--- config.mk ---
export PLATFORM = sky130hd
export DESIGN_NAME = hazard_fwd_unit
export DESIGN_NICKNAME = d
export VERILOG_FILES = /design/src/rtl/hazard_fwd_unit_pkg.sv /design/src/rtl/hazard_fwd_sel.sv /design/src/rtl/hazard_fwd_unit.sv
export SDC_FILE = /design/constraint.sdc
export NUM_CORES = 1
export LEC_CHECK = 0
export BUFFER_PORTS_ARGS = -buffer_cell sky130_fd_sc_hd__buf_2
export CAP_MARGIN = 20
export CORE_ASPECT_RATIO = 2
export CORE_MARGIN = 1.5
export CORE_UTILIZATION = 50
export CTS_CLUSTER_SIZE = 20
export DETAILED_ROUTE_END_ITERATION = 10
export PLACE_DENSITY = 0.74
export SETUP_SLACK_MARGIN = 0.1
export SYNTH_ARGS = -nofsm -noshare
export SYNTH_HDL_FRONTEND = slang
export SYNTH_SLANG_ARGS = --single-unit
--- constraint.sdc ---
create_clock -name clk_i -period 5.8 [get_ports clk_i]
set_clock_uncertainty 0.1 [all_clocks]
set_input_delay 0.58 -clock clk_i [delete_from_list [all_inputs] [get_ports clk_i]]
set_output_delay 0.58 -clock clk_i [all_outputs]
set_load 0.01 [all_outputs]
--- src/rtl/hazard_fwd_unit_pkg.sv ---
// Shared constants and helpers for the forwarding / hazard unit.
package hazard_fwd_unit_pkg;

  // EX-stage operand mux selects
  localparam logic [1:0] FWD_RF    = 2'b00;
  localparam logic [1:0] FWD_MEMWB = 2'b01;
  localparam logic [1:0] FWD_EXMEM = 2'b10;

  // Scoreboard counter width: must hold values 0..lat
  function automatic int sb_cnt_w(input int lat);
    return $clog2(lat + 1);
  endfunction

endpackage

--- src/rtl/hazard_fwd_sel.sv ---
// Single-operand bypass select: EX/MEM beats MEM/WB, r0 is never bypassed.
module hazard_fwd_sel
  import hazard_fwd_unit_pkg::*;
#(
  parameter int REG_AW = 5
) (
  input  logic [REG_AW-1:0] src_i,
  input  logic [REG_AW-1:0] exmem_rd_i,
  input  logic              exmem_wb_i,
  input  logic [REG_AW-1:0] memwb_rd_i,
  input  logic              memwb_wb_i,
  output logic [1:0]        sel_o
);

  logic exmem_hit, memwb_hit;

  assign exmem_hit = exmem_wb_i && (exmem_rd_i != '0) && (exmem_rd_i == src_i);
  assign memwb_hit = memwb_wb_i && (memwb_rd_i != '0) && (memwb_rd_i == src_i);

  // Priority: the younger producer (EX/MEM) holds the newest value
  always_comb begin
    sel_o = FWD_RF;
    if (exmem_hit)      sel_o = FWD_EXMEM;
    else if (memwb_hit) sel_o = FWD_MEMWB;
  end

endmodule

--- src/rtl/hazard_fwd_unit.sv ---
// Forwarding selects, load-use / multi-cycle hazard stall, scoreboard and
// stall performance counter for the ID/EX boundary.
module hazard_fwd_unit
  import hazard_fwd_unit_pkg::*;
#(
  parameter int REG_AW  = 5,
  parameter int NSRC    = 2,
  parameter int MUL_LAT = 4,
  parameter int PERF_W  = 32
) (
  input  logic                     clk_i,
  input  logic                     rst_i,
  input  logic [NSRC*REG_AW-1:0]   idex_src_i,
  input  logic [NSRC*REG_AW-1:0]   ifid_src_i,
  input  logic                     idex_memread_i,
  input  logic [REG_AW-1:0]        idex_rd_i,
  input  logic [REG_AW-1:0]        exmem_rd_i,
  input  logic                     exmem_wb_i,
  input  logic [REG_AW-1:0]        memwb_rd_i,
  input  logic                     memwb_wb_i,
  input  logic                     mul_issue_i,
  input  logic [REG_AW-1:0]        mul_rd_i,
  output logic [NSRC*2-1:0]        fwd_sel_o,
  output logic                     stall_o,
  output logic                     busy_o,
  output logic [PERF_W-1:0]        stall_cnt_o
);

  localparam int NREG = 2 ** REG_AW;
  localparam int CW   = sb_cnt_w(MUL_LAT);

  logic [NREG-1:0][CW-1:0] sb_q, sb_d;
  logic [PERF_W-1:0]       stall_cnt_q, stall_cnt_d;
  logic                    ld_use, raw, waw, mul_accept;

  // Per-operand bypass compare; each operand sees only its own source
  for (genvar k = 0; k < NSRC; k++) begin : g_fwd
    hazard_fwd_sel #(.REG_AW(REG_AW)) u_sel (
      .src_i      (idex_src_i[k*REG_AW +: REG_AW]),
      .exmem_rd_i (exmem_rd_i),
      .exmem_wb_i (exmem_wb_i),
      .memwb_rd_i (memwb_rd_i),
      .memwb_wb_i (memwb_wb_i),
      .sel_o      (fwd_sel_o[k*2 +: 2])
    );
  end

  // Hazard detection against the ID-stage sources (independent of fwd_sel_o)
  always_comb begin
    ld_use = 1'b0;
    raw    = 1'b0;
    for (int k = 0; k < NSRC; k++) begin
      if (idex_memread_i && (idex_rd_i != '0) &&
          (idex_rd_i == ifid_src_i[k*REG_AW +: REG_AW]))
        ld_use = 1'b1;
      if (sb_q[ifid_src_i[k*REG_AW +: REG_AW]] != '0)
        raw = 1'b1;
    end
    waw = mul_issue_i && (sb_q[mul_rd_i] != '0);
  end

  assign stall_o    = ld_use | raw | waw;
  assign mul_accept = mul_issue_i && !stall_o && (mul_rd_i != '0);
  assign busy_o     = |sb_q;

  // Scoreboard next state: load on accepted issue, otherwise count down to 0
  always_comb begin
    sb_d = '0;
    for (int r = 1; r < NREG; r++) begin
      if (mul_accept && (mul_rd_i == REG_AW'(r)))
        sb_d[r] = CW'(MUL_LAT);
      else if (sb_q[r] != '0)
        sb_d[r] = sb_q[r] - CW'(1);
      else
        sb_d[r] = sb_q[r];
    end
  end

  // Saturating count of stalled cycles
  always_comb begin
    stall_cnt_d = stall_cnt_q;
    if (stall_o && (stall_cnt_q != '1))
      stall_cnt_d = stall_cnt_q + PERF_W'(1);
  end

  // State registers, synchronous active-low reset
  always_ff @(posedge clk_i) begin
    if (!rst_i) begin
      sb_q        <= '0;
      stall_cnt_q <= '0;
    end else begin
      sb_q        <= sb_d;
      stall_cnt_q <= stall_cnt_d;
    end
  end

  assign stall_cnt_o = stall_cnt_q;

endmodule

==> reports/metrics.yaml, run 1 <==
gp_congestion: 1.025
fmaxAchievable_ghz: 0.2539
tritoncts_clock_tree: "built"
cp.arrival_ns: 3.26
run_status: "finished clean"
layout-drive-gt1-share_pct: 13.29
initialDrtViolationCount: 618
timing.critical_path.to: "stall_o"
finalMaxSlewViolations: 0
cell_row_count: 69
number_of_standard_cells_after_synthesis: 1050
globalRouteOverflowTotal: 0
mean_routed_wirelength_per_cell_um: 20.12
ctsHtreeMaxLevel: 4
global_route_wire_length_before_repair_mm: 41.85
ant_nets: 0
synth-warning-count: 0
yosys_register_bits: 125
num_io_pins: 84
static_leakage_nw: 4.187
final.setup.tns_ns: 0
critPathCaptureType: "output pin"
dp.cells: 1287
synth_area_per_cell_um2: 8.533
setup.worst_path.class: "input port to output pin"
die_y_um: 192.3
unique_masters_post_synth: 62
yosys-top-cells-area: "sky130_fd_sc_hd__dfxtp_1, sky130_fd_sc_hd__ha_1, sky130_fd_sc_hd__inv_1, sky130_fd_sc_hd__mux2i_1, sky130_fd_sc_hd__o311a_1"
areaGrowthSynthToFinish_pct: 11.93
post-route-min-period_ns: 3.939
crit_path_frequent_cell: "sky130_fd_sc_hd__buf_2"
drt_pre_antenna_iters: 10
n_antenna_cell: 0
cts_inserted_buffers: 17
postSynth.asyncResetShare_pct: 0
proportion_of_netlist_area_held_by_the_largest_area_contributor_pct: 27.93
power_per_cell_area_nw_per_um2: 443.1
min_period_over_period_pct: 67.92
total_via_count_after_detailed_routing: 8408
layout.cells.most_common: "sky130_fd_sc_hd__inv_1"
required_ns: 5.12
post-cts-setup-buffer-count: 0
drt-vias-per-instance: 6.375
most-common-layout-cells: "sky130_fd_sc_hd__inv_1, sky130_fd_sc_hd__dfxtp_1, sky130_fd_sc_hd__ha_1"
worstSetupStartpointType: "input port"
max_capacitance_violation_total: 0
clk-insertion-delay-late_ns: 0.43
synthDominantAreaCellType: "sky130_fd_sc_hd__dfxtp_1"
grt_max_degree: 70
cts.reportedPaths.clkPinSlew_ns: 0.06
grt_setup_unrepaired: "false"
report.final.hold_viol_count: 0
dpl.hpwl_mm: 19.52
syn-num-nets: 1190
synth_edf_count: 0
route.detailed.drc: 0
cts_sinks: 125
critPathMaxStageDelay_ns: 0.71
crit_path_start: "mul_rd_i[1]"
slew_headroom_pct: 38.34
cts_hold_buffers: 0
ys_seq_area_share_pct: 27.93
ctsLongestPathBuffers: 2
slowest_stage: "sky130_fd_sc_hd__nor2b_1"
cts-resized-gates: 0
initial_antenna_violation_count: 0
clk_root_buffer_cell: "sky130_fd_sc_hd__clkbuf_16"
setup.reg_to_reg.worst_slack_ns: 1.95
holdCritPathClass: "flop to flop"
timing.hold.ws_ns: 0.3876
placeableCoreArea_um2: 17700
place.port_buffers: 83
reg2reg_depth: 10
die_w_um: 97.66
final_cells: 1319
vdd_ir_drop_max_mv: 0.2452
layout.nets: 1233
synthesis.area_um2: 8960
worst_r2r_startpoint: "sb_q[89]$_SDFFE_PN0P_"
r2r-end: "sb_q[28]$_SDFFE_PP0P_"
worst-path-max-fanout: 21
design.die.area_um2: 18780
cp_cell_sequence: "buf_2, nor2b_1, a221oi_2, a2111oi_0, o22ai_1, a221oi_1, nor3_4, inv_2, buf_2"
path_delay_family: "compound AO/OA/AOI/OAI gates"
tightestPinTransition_ns: 0.9223
first_global_vias: 8106
worstPathBufferInverterCount: 3
final-setup-viol-count: 0
start_util_pct: 50.63
wirelength_mm: 26.54
grtUsageTotal_pct: 28.47
ys_dominant_reg_cell: "sky130_fd_sc_hd__dfxtp_1"
crit_cells: 9
-- state kept, by name (all words and copies together), names as in the netlist --
| register | count |
|---|---|
| stall_cnt_o | 32 |
| sb_q | 93 |
-- final cells by class --
class,count,area (um^2)
Sequential cell,125,2502
Fill cell,1611,7670
Multi-Input combinational cell,720,5638
Inverter,137,514.2
Clock inverter,10,162.7
Tap cell,213,266.5
Timing Repair Buffer,92,490.5
Clock buffer,22,454.2
-- how the worst min path moves through the flow --
| stage | startpoint | to | slack (ns) | cells past startpoint |
|---|---|---|---|---|
| finish | stall_cnt_o[7]$_SDFFE_PN0P_ | stall_cnt_o[7]$_SDFFE_PN0P_ | 0.39 | 2 |
| global route | stall_cnt_o[5]$_SDFFE_PN0P_ | stall_cnt_o[5]$_SDFFE_PN0P_ | 0.42 | 2 |
| CTS | stall_cnt_o[7]$_SDFFE_PN0P_ | stall_cnt_o[7]$_SDFFE_PN0P_ | 0.39 | 2 |
| detailed placement | stall_cnt_o[7]$_SDFFE_PN0P_ | stall_cnt_o[7]$_SDFFE_PN0P_ | 0.38 | 2 |
| global placement | stall_cnt_o[5]$_SDFFE_PN0P_ | stall_cnt_o[5]$_SDFFE_PN0P_ | 0.37 | 2 |
| floorplan | stall_cnt_o[7]$_SDFFE_PN0P_ | stall_cnt_o[7]$_SDFFE_PN0P_ | 0.39 | 2 |
-- power by group --
part           switching (mW)  total, mW  internal [mW]  leakage (nW)
combinational            1.15       2.05          0.893          2.87
clock                   0.407       1.14          0.730         0.295
sequential              0.206       1.26           1.06          1.02
total                    1.76       4.44           2.68          4.19
-- cells in the mapped netlist (15+ instances only) --
library cell,number
sky130_fd_sc_hd__o31ai_1,17
sky130_fd_sc_hd__clkbuf_1,45
sky130_fd_sc_hd__nand2b_1,15
sky130_fd_sc_hd__xnor2_1,29
sky130_fd_sc_hd__nor3_1,33
sky130_fd_sc_hd__mux2i_1,44
sky130_fd_sc_hd__nor4_1,17
sky130_fd_sc_hd__o311a_1,30
sky130_fd_sc_hd__a311oi_1,19
sky130_fd_sc_hd__nand2_1,45
sky130_fd_sc_hd__nor2_1,40
sky130_fd_sc_hd__inv_1,135
sky130_fd_sc_hd__ha_1,94
sky130_fd_sc_hd__dfxtp_1,125
sky130_fd_sc_hd__a21oi_1,46
sky130_fd_sc_hd__a211oi_1,21
sky130_fd_sc_hd__o22ai_1,33
sky130_fd_sc_hd__nand3_1,32
sky130_fd_sc_hd__xor2_1,32
sky130_fd_sc_hd__o21ai_0,29
sky130_fd_sc_hd__or4_1,22
-- layer usage --
metal / vias up / share of wire, % / global-route usage, %
li1: 3903 / - / -
met3: 137 / 5.7 / 5.071
met5: - / 0 / 0
met1: 3975 / 33 / 27.71
met2: 393 / 52 / 52.27
met4: 0 / 8.4 / 22.53
-- cells by family (layout without fill, tap and decap cells) --
| group | Yosys count | count (layout) | synth area share (%) |
|---|---|---|---|
| compound gates | 235 | 235 | 18.82 |
| xor+xnor | 61 | 61 | 5.963 |
| fa+ha+maj | 94 | 94 | 13.13 |
| buf+inv | 205 | 261 | 9.147 |
| flops | 125 | 125 | 27.93 |
| mux | 58 | 58 | 8.183 |
| simple gates | 272 | 272 | 16.83 |
-- worst reg2reg max path, stage by stage, from the launching register on --
cell,delay [ns]
sky130_fd_sc_hd__dfxtp_1,0.37
sky130_fd_sc_hd__nor3_1,0.67
sky130_fd_sc_hd__mux2i_1,0.16
sky130_fd_sc_hd__mux4_2,0.53
sky130_fd_sc_hd__a22oi_1,0.20
sky130_fd_sc_hd__a221oi_1,0.14
sky130_fd_sc_hd__nor3_4,0.29
sky130_fd_sc_hd__inv_2,0.08
sky130_fd_sc_hd__or4_1,0.46
sky130_fd_sc_hd__buf_4,0.29
sky130_fd_sc_hd__o311a_1,0.43
-- metrics by stage --
stage | util [%] | area (um^2) | setup WS, ns | power, mW
floorplan | - | 8960 | 2.477 | 2.766
global placement | 53.09 | 9397 | 1.654 | 3.211
detailed placement | 53.18 | 9412 | 1.650 | 3.282
CTS | 56.66 | 10030 | 1.904 | 4.429
global route | 56.66 | 10030 | 1.680 | 4.725
finish | 56.66 | 10030 | 1.861 | 4.444
Note: power is estimated with default switching activity, not from simulation.
==> inputs of run 2 (changes only) <==
--- a/config.mk
+++ b/config.mk
@@ -12,7 +12,7 @@
 export CORE_UTILIZATION = 50
 export CTS_CLUSTER_SIZE = 20
 export DETAILED_ROUTE_END_ITERATION = 10
-export PLACE_DENSITY = 0.74
+export PLACE_DENSITY = 0.77
 export SETUP_SLACK_MARGIN = 0.1
 export SYNTH_ARGS = -nofsm -noshare
 export SYNTH_HDL_FRONTEND = slang
==> constraint.sdc (replaced) <==
create_clock -name clk_i -period 3.5 [get_ports clk_i]
set_clock_uncertainty 0.1 [all_clocks]
set_input_delay 0.35 -clock clk_i [delete_from_list [all_inputs] [get_ports clk_i]]
set_output_delay 0.35 -clock clk_i [all_outputs]
set_load 0.01 [all_outputs]
==> run 2 against run 1 <==
  * Setup slack got worse by 1.7 ns
  * Sequential cell count unchanged
  * Routed wire length increased by 5.3%
  * Combinational power increased by 80%
  * Sequential share of layout area decreased by 0.99 points
  * Register-to-register slack got worse by 1.8 ns
==> reports/metrics.yaml, run 2 (synthesis gave the netlist of run 1 again) <==
run_status: "finished clean"
areaGrowthSynthToFinish_pct: 16.55
finalMaxSlewViolations: 0  # unchanged
power_per_cell_area_nw_per_um2: 734.1  # +66%
post-route-min-period_ns: 3.308
cp.arrival_ns: 3.52  # +0.26 ns
n_antenna_cell: 0  # unchanged
static_leakage_nw: 4.428  # +5.8%
largest_register: "sb_q"
dpl-instance-area_um2: 9752  # +3.6%
wirelength_mm: 27.93  # +5.3%
gp_congestion: 0.9963  # -2.8%
top_usage_layer: "met2"
ctsHtreeMaxLevel: 4  # unchanged
clk_root_buffer_cell: "sky130_fd_sc_hd__clkbuf_16"
place.port_buffers: 83  # unchanged
required_ns: 3.72  # -1.40 ns
cts.reportedPaths.clkPinSlew_ns: 0.06  # about the same
grtUsageMet3_pct: 4.781  # -0.29 points
final-setup-viol-count: 0  # unchanged
layout.cells.most_common: "sky130_fd_sc_hd__inv_1"
grt_use_met2_pct: 56.49  # +4.2 points
num_io_pins: 84  # unchanged
cts_sinks: 125  # unchanged
min_period_over_period_pct: 94.51
clk-insertion-delay-late_ns: 0.43  # about the same
initialDrtViolationCount: 505  # -18%
start_util_pct: 50.63  # unchanged
drt-vias-per-instance: 6.251  # -1.9%
timing.hold.ws_ns: 0.3422  # -0.04539 ns
grt.met1_usage_pct: 28.02  # +0.31 points
drt_pre_antenna_iters: 5  # -5
route.detailed.drc: 0  # unchanged
ctsLongestPathBuffers: 2  # unchanged
initial_antenna_violation_count: 0  # unchanged
worstSetupStartpointType: "flop"
vdd_ir_drop_max_mv: 0.4050  # +65%
largest_reg_flops: 93  # unchanged
setup.worst_path.class: "flop to flop"
most-common-layout-cells: "sky130_fd_sc_hd__inv_1, sky130_fd_sc_hd__dfxtp_1, sky130_fd_sc_hd__ha_1"
global_route_wire_length_before_repair_mm: 43.65  # +4.3%
max_capacitance_violation_total: 0  # unchanged
nFillCells: 1589  # -1.4%
die_w_um: 97.66  # unchanged
grtUsageTotal_pct: 29.76  # +1.3 points
placeableCoreArea_um2: 17700  # unchanged
grt_max_degree: 69  # -1.4%
fmaxAchievable_ghz: 0.3023
tightestPinTransition_ns: 1.061  # +0.1385 ns
mean_routed_wirelength_per_cell_um: 20.49  # +1.9%
final.setup.tns_ns: 0  # unchanged
report.final.hold_viol_count: 0  # unchanged
slew_headroom_pct: 29.18  # -9.2 points
design.die.area_um2: 18780  # unchanged
first_global_vias: 8483  # +4.7%
die_y_um: 192.3  # unchanged
cts_inserted_buffers: 17  # unchanged
finish.utilization_pct: 59.00  # +2.3 points
critPathCaptureType: "flop"
total_via_count_after_detailed_routing: 8520  # +1.3%
layout.nets: 1277  # +3.6%
tritoncts_clock_tree: "built"
layout-drive-gt1-share_pct: 17.39  # +4.1 points
holdCritPathClass: "input port to flop"
ant_nets: 0  # unchanged
globalRouteOverflowTotal: 0  # unchanged
grt_setup_unrepaired: "false"
final_cell_area_um2: 10440  # +4.1%
worst-path-max-fanout: 22  # +4.8%
dpl.hpwl_mm: 20.80  # +6.6%
cts_hold_buffers: 0  # unchanged
cell_row_count: 69  # unchanged
[run 2: cell count changes in the layout (fill, tap and decap cells not counted), sizes merged]
cell,delta
buf,+43
bufinv,-1
clkbuf,-2
clkinv,+2
clkinvlp,+1
inv,+1
[run 2: what timing repair did]
item / CTS / global route
gates cloned: 0 / 1
gates resized for setup: 0 / 9
setup endpoints to repair: 2 / 93
pin swaps: 0 / 2
setup buffers: 0 / 0
[run 2: power by group]
part | internal [mW] | switching (mW) | total [mW]
Clock | 1.16 | 0.698 | 1.86
Combinational | 1.67 | 2.02 | 3.69
Sequential | 1.75 | 0.368 | 2.12
[run 2: cell type report]
| class | instances | area, um^2 | share of cell area, % |
|---|---|---|---|
| clock buffer | 19 | 452.9 | 4.337 |
| clock inverter | 13 | 162.7 | 1.558 |
| inverter | 137 | 514.2 | 4.925 |
| multi-input combinational | 720 | 5684 | 54.43 |
| sequential | 125 | 2502 | 23.96 |
| tap | 213 | 266.5 | 2.552 |
| timing repair buffer | 136 | 859.6 | 8.231 |
[run 2: critical path, stage by stage, from the launching register on]
cell and delay (ns):
sky130_fd_sc_hd__dfxtp_1 0.35, sky130_fd_sc_hd__nor3_4 0.35, sky130_fd_sc_hd__mux2i_1 0.13, sky130_fd_sc_hd__mux4_2 0.49, sky130_fd_sc_hd__a22oi_1 0.28, sky130_fd_sc_hd__a221oi_2 0.12
sky130_fd_sc_hd__nor3_4 0.26, sky130_fd_sc_hd__inv_2 0.06, sky130_fd_sc_hd__or4_4 0.53, sky130_fd_sc_hd__buf_12 0.19, sky130_fd_sc_hd__o311a_1 0.34
[run 2: per-stage QoR]
stage                     power, mW  setup WS, ns  std cells
after floorplan               4.584        0.4071       1050
after global placement        5.580       0.04614       1330
after detailed placement      5.697      -0.03340       1330
after CTS                     7.586       0.09554       1362
after global routing          8.137       0.09134       1363
final                         7.666        0.1921       1363
[run 2: path summary, 6_finish.rpt]
check             cells after the start  slack, ns                          end                        start
setup / recovery                     10       0.19        sb_q[33]$_SDFFE_PP0P_        sb_q[90]$_SDFFE_PP0P_
hold / removal                        4       0.34        sb_q[50]$_SDFFE_PN0P_                  mul_issue_i
setup reg to reg                     10       0.19        sb_q[33]$_SDFFE_PP0P_        sb_q[90]$_SDFFE_PP0P_
hold reg to reg                       2       0.39  stall_cnt_o[1]$_SDFFE_PN0P_  stall_cnt_o[1]$_SDFFE_PN0P_
[run 2: layer usage]
metal,up-vias,routed length (um)
met5,-,0
met4,0,2205
met3,108,1364
met2,317,15080
met1,4117,9285
li1,3978,-
